==> src/rtl/bp_pkg.sv <==
// Shared encodings for the branch predictor / resolver.
// Branch, jump and PC-select codes plus a clog2 helper.
package bp_pkg;

    localparam logic [2:0] BR_NONE = 3'b000;
    localparam logic [2:0] BR_BEQ  = 3'b001;
    localparam logic [2:0] BR_BNE  = 3'b010;
    localparam logic [2:0] BR_BLT  = 3'b011;
    localparam logic [2:0] BR_BGE  = 3'b100;

    localparam logic [1:0] J_JAL  = 2'b01;
    localparam logic [1:0] J_JALR = 2'b10;

    localparam logic [1:0] PCS_SEQ  = 2'b00;
    localparam logic [1:0] PCS_IMM  = 2'b01;
    localparam logic [1:0] PCS_JALR = 2'b10;
    localparam logic [1:0] PCS_UNDO = 2'b11;

    function automatic int clog2(input int n);
        int r;
        r = 0;
        while ((1 << r) < n) r++;
        return r;
    endfunction

endpackage

==> src/rtl/bht_table.sv <==
// Branch history table: saturating counters, one read port
// and one saturating-update port; no read/write bypass.
module bht_table
    import bp_pkg::*;
#(
    parameter  int DEPTH = 64,
    parameter  int CNT_W = 2,
    localparam int IW    = clog2(DEPTH)
) (
    input  logic          clk,
    input  logic          rst_n,
    input  logic [IW-1:0] ridx,
    output logic          rmsb,
    input  logic          we,
    input  logic [IW-1:0] widx,
    input  logic          inc
);

    localparam logic [CNT_W-1:0] WNT  = CNT_W'((1 << (CNT_W - 1)) - 1);
    localparam logic [CNT_W-1:0] CMAX = '1;

    logic [CNT_W-1:0] cnt [DEPTH];

    assign rmsb = cnt[ridx][CNT_W-1];

    always_ff @(posedge clk or negedge rst_n) begin
        if (!rst_n) begin
            for (int i = 0; i < DEPTH; i++) cnt[i] <= WNT;
        end else if (we) begin
            if (inc && cnt[widx] != CMAX)
                cnt[widx] <= cnt[widx] + 1'b1;
            else if (!inc && cnt[widx] != '0)
                cnt[widx] <= cnt[widx] - 1'b1;
        end
    end

endmodule

==> src/rtl/branch_predict_unit.sv <==
// EX branch/jump resolution with a BHT-based Decode predictor.
// BP_STATS_EN adds branch and mispredict counters.
module branch_predict_unit
    import bp_pkg::*;
#(
    parameter int XLEN      = 32,
    parameter int BHT_DEPTH = 64,
    parameter int CNT_W     = 2
) (
    input  logic            clk,
    input  logic            rst_n,
    input  logic [XLEN-1:0] pcD,
    input  logic            isBranchD,
    output logic            predTakenD,
    input  logic [XLEN-1:0] pcE,
    input  logic            validE,
    input  logic            stallE,
    input  logic [2:0]      branchE,
    input  logic [1:0]      jumpE,
    input  logic            zero,
    input  logic            neg,
    input  logic            predTakenE,
    output logic [1:0]      PCSrcE,
    output logic            mispredictE
`ifdef BP_STATS_EN
    ,
    output logic [31:0]     statBranches,
    output logic [31:0]     statMispredicts
`endif
);

    localparam int IW = clog2(BHT_DEPTH);

    logic rmsb;
    logic takenE;
    logic condE;
    logic updE;
    logic unused_pc;

    assign unused_pc = ^{pcD[XLEN-1:IW+2], pcD[1:0],
                         pcE[XLEN-1:IW+2], pcE[1:0]};

    assign predTakenD = isBranchD & rmsb;
    assign condE = (branchE != BR_NONE) && (branchE <= BR_BGE);
    assign updE  = validE & ~stallE & condE;

    always_comb begin
        takenE = 1'b0;
        case (branchE)
            BR_BEQ:  takenE = zero;
            BR_BNE:  takenE = ~zero;
            BR_BLT:  takenE = neg;
            BR_BGE:  takenE = zero | ~neg;
            default: takenE = 1'b0;
        endcase
    end

    // Correct taken predictions were already redirected in Decode.
    always_comb begin
        PCSrcE      = PCS_SEQ;
        mispredictE = 1'b0;
        if (validE) begin
            if (branchE == BR_NONE) begin
                if (jumpE == J_JAL) begin
                    PCSrcE      = PCS_IMM;
                    mispredictE = 1'b1;
                end else if (jumpE == J_JALR) begin
                    PCSrcE      = PCS_JALR;
                    mispredictE = 1'b1;
                end
            end else if (takenE != predTakenE) begin
                PCSrcE      = takenE ? PCS_IMM : PCS_UNDO;
                mispredictE = 1'b1;
            end
        end
    end

    bht_table #(
        .DEPTH (BHT_DEPTH),
        .CNT_W (CNT_W)
    ) u_bht (
        .clk   (clk),
        .rst_n (rst_n),
        .ridx  (pcD[IW+1:2]),
        .rmsb  (rmsb),
        .we    (updE),
        .widx  (pcE[IW+1:2]),
        .inc   (takenE)
    );

`ifdef BP_STATS_EN
    always_ff @(posedge clk or negedge rst_n) begin
        if (!rst_n) begin
            statBranches    <= '0;
            statMispredicts <= '0;
        end else if (updE) begin
            statBranches <= statBranches + 32'd1;
            if (mispredictE)
                statMispredicts <= statMispredicts + 32'd1;
        end
    end
`endif

endmodule
==> config.mk <==
export PLATFORM = sky130hd
export DESIGN_NAME = branch_predict_unit
export DESIGN_NICKNAME = d
export VERILOG_FILES = /design/src/rtl/bp_pkg.sv /design/src/rtl/bht_table.sv /design/src/rtl/branch_predict_unit.sv
export SDC_FILE = /design/constraint.sdc
export NUM_CORES = 1
export LEC_CHECK = 0
export BUFFER_PORTS_ARGS = -buffer_cell sky130_fd_sc_hd__buf_4
export CAP_MARGIN = 15
export CORE_MARGIN = 2
export CORE_UTILIZATION = 40
export DETAILED_ROUTE_END_ITERATION = 8
export PLACE_DENSITY_LB_ADDON = 0.2
export SETUP_SLACK_MARGIN = 0.15
export SYNTH_ARGS = -nofsm -noshare
export SYNTH_HDL_FRONTEND = slang
export SYNTH_SLANG_ARGS = --single-unit
==> constraint.sdc <==
create_clock -name clk -period 3.67 [get_ports clk]
set_input_delay 0.1835 -clock clk [delete_from_list [all_inputs] [get_ports clk]]
set_output_delay 0.1835 -clock clk [all_outputs]
set_load 0.02 [all_outputs]
==> out/metrics.yaml <==
start_util_pct: 40.93
dp_hpwl_um: 15440
async_flop_share_pct: 100.0
grt_pass1_wl_um: 33600
critPathArrivalTime_ps: 3730
post_cts_buffers: 0
nets: 767
min_path_type: "in -> reg"
preCtsSetupSlack_ps: -91.02
fin_crit_sh_pct: 93.34
cts_tree: "done"
synth_nets: 702
finClkSkew_ps: 10.67
antenna_found_initial: 0
syn-instance-count: 618
clockBufferDepth: 2
fmax_mhz: 291.9
synth_flop_cell: "dfstp_2"
num_rows: 49
n_antenna_cell: 0
vias: 5467
core_um2: 18020
placed_cell_area_um2: 8189
layout_setup_ws_ps: 244.4
routed_via_density: 5.917
clk_pin_slew_ps: 60
htreeDepth: 4
hold_viol_final: 0
power_mw: 3.761
io_buffers: 28
regArea_um2: 3283
worst_slew_pin_slew_ps: 1040
dieArea_um2: 19550
yosys_warnings: 0
startpoint_type: "flip-flop"
track_usage_pct: 22.64
leakagePower_nw: 3.864
crit_fanout: 6
drv_cap: 0
yosys_register_bits: 128
syn_area_per_cell_um2: 11.94
insertion_delay_ps: 420
grt_overflow: 0
first_pass_iters: 5
rsz0062_at_grt: "yes"
syn_to_final_growth_pct: 20.28
finalSetupViolCount: 0
synth_cell_types: 52
io_pins: 81
grt_max_degree: 80
wl_per_cell_um: 23.22
multi_input_area_um2: 3951
grt_pass1_vias: 5861
drive_above_1_share_pct: 53.53
drt_wl_total_um: 21450
syn_area_um2: 7377
worstPathRequired_ps: 3980
fp.dieH_um: 139.8
slew_viol_final: 0
fill_cells: 1636
clockRootBuffer: "clkbuf_16"
final_core_util_pct: 49.23
ir_drop_mv: 0.3293
drc_errors: 0
crit_path_end_kind: "flip-flop"
max_slew_margin_pct: 30.63
setup.worst_path.class: "reg -> reg"
fin_crit_ps: 3426
outcome: "complete, no violations"
first_iter_violations: 384
cts_sinks: 128
design_area_um2: 8874
yosysSeqAreaShare_pct: 44.50
power.density_nw_per_um2: 423.8
synth_edf_count: 0
ant_nets: 0
gp_congestion: 0.9015
die_w_um: 139.8
cts-buffers-inserted: 17
stage by stage:
stage	TNS (ps)	hold slack [ps]	cells
CTS	0	274.9	924
global placement	0	399.4	892
finish	0	308.0	924
global route	0	332.1	924
floorplan	0	-112.1	618
detailed placement	-249.0	417.3	892
final cells by class:
type,instances,share of cell area (%)
multi-input combinational,434,44.53
clock inverter,11,1.579
inverter,14,0.5922
timing repair buffer,88,8.037
tap,229,3.229
clock buffer,20,5.034
sequential,128,37.00
layout by cell type (no fill, tap or decap), types with 3 or more instances in the layout:
cell,instances
mux2_4,4
mux2_2,118
mux4_2,26
nand2b_1,4
buf_4,83
nand2_1,35
nor2b_1,8
dfstp_2,64
a221oi_1,9
o22ai_1,5
nand3_1,14
buf_12,4
nor2_1,18
nor3_2,9
and2_1,5
nor3_1,5
ha_1,5
mux2i_1,33
mux2_1,5
bufinv_16,3
dfrtp_1,64
clkinv_2,5
or2_2,23
a21oi_1,14
nand4_1,12
inv_1,14
a22oi_1,13
nor4_1,7
o21ai_0,24
clkbuf_16,17
power breakdown:
| group | internal [mW] | switching [mW] | total [mW] |
|---|---|---|---|
| Clock | 1.08 | 0.617 | 1.69 |
| Sequential | 1.51 | 0.0475 | 1.56 |
| Combinational | 0.219 | 0.293 | 0.512 |
| Total | 2.80 | 0.957 | 3.76 |
cells by family after synthesis:
logic type	count (synthesis)	share of synthesized area [%]
AO/OA/AOI/OAI	82	7.429
AND/OR/NAND/NOR	157	11.38
XOR/XNOR	1	0.1187
adder cells (fa/ha/maj)	7	1.187
flip-flops	128	44.50
multiplexers	187	32.09
buffers and inverters	56	3.290
routing by layer:
layer	track usage, %	vias to the layer above	part of all wire, %
li1	-	2442	-
met5	0	-	0
met3	4.646	30	4.9
met1	30.38	2819	44
met4	7.421	0	1.8
met2	36.87	176	49
worst paths after layout:
check / start / endpoint / slack, ps / cells past startpoint
worst max register to register: flip-flop / u_bht.cnt[33]$_DFFE_PN0P_ / 240 / 12
min in group asynchronous: rst_n / u_bht.cnt[91]$_DFFE_PN0P_ / 470 / 2
worst max-delay path: flip-flop / u_bht.cnt[33]$_DFFE_PN0P_ / 240 / 12
max in group asynchronous: rst_n / asynchronous set/reset pin / 2210 / 3
worst min register to register: flip-flop / flip-flop / 470 / 2
worst min-delay path: pcE[6] / flip-flop / 310 / 4
synth_stat cells, types with 3 or more instances:
cell,number,area share (%)
a21oi_1,14,0.95
a221oi_1,9,1.1
a22oi_1,13,1.3
and2_1,5,0.42
buf_2,8,0.54
clkbuf_1,28,1.4
dfrtp_1,64,22
dfstp_2,64,23
ha_1,7,1.2
inv_1,14,0.71
mux2_1,5,0.76
mux2_2,119,18
mux2_4,3,0.61
mux2i_1,34,4.6
mux4_2,26,7.9
nand2_1,35,1.8
nand2b_1,5,0.42
nand3_1,14,0.95
nand4_1,12,1.0
nor2_1,19,0.97
nor2b_1,8,0.68
nor3_1,15,1.0
nor4_1,7,0.59
o21ai_0,24,1.6
o22ai_1,5,0.42
or2_2,23,2.0
timing repair:
item / CTS / global route
gates resized for setup: 1 / 17
hold buffers: 1 / 0
endpoints found under the hold margin: 39 / 0
pin swaps: 0 / 1
setup endpoints to repair: 2 / 69
critical path: stages, from the launching register on:
cell and delay, ps:
dfstp_2 360, mux4_2 480, mux2i_1 140, o211ai_1 110
nor3_2 260, or4b_4 510, ha_4 200, nand2b_4 140
nor3_2 120, mux2i_1 160, buf_4 230, or2_2 290
mux2_1 300
No activity file was read; power rests on OpenSTA's default activity.
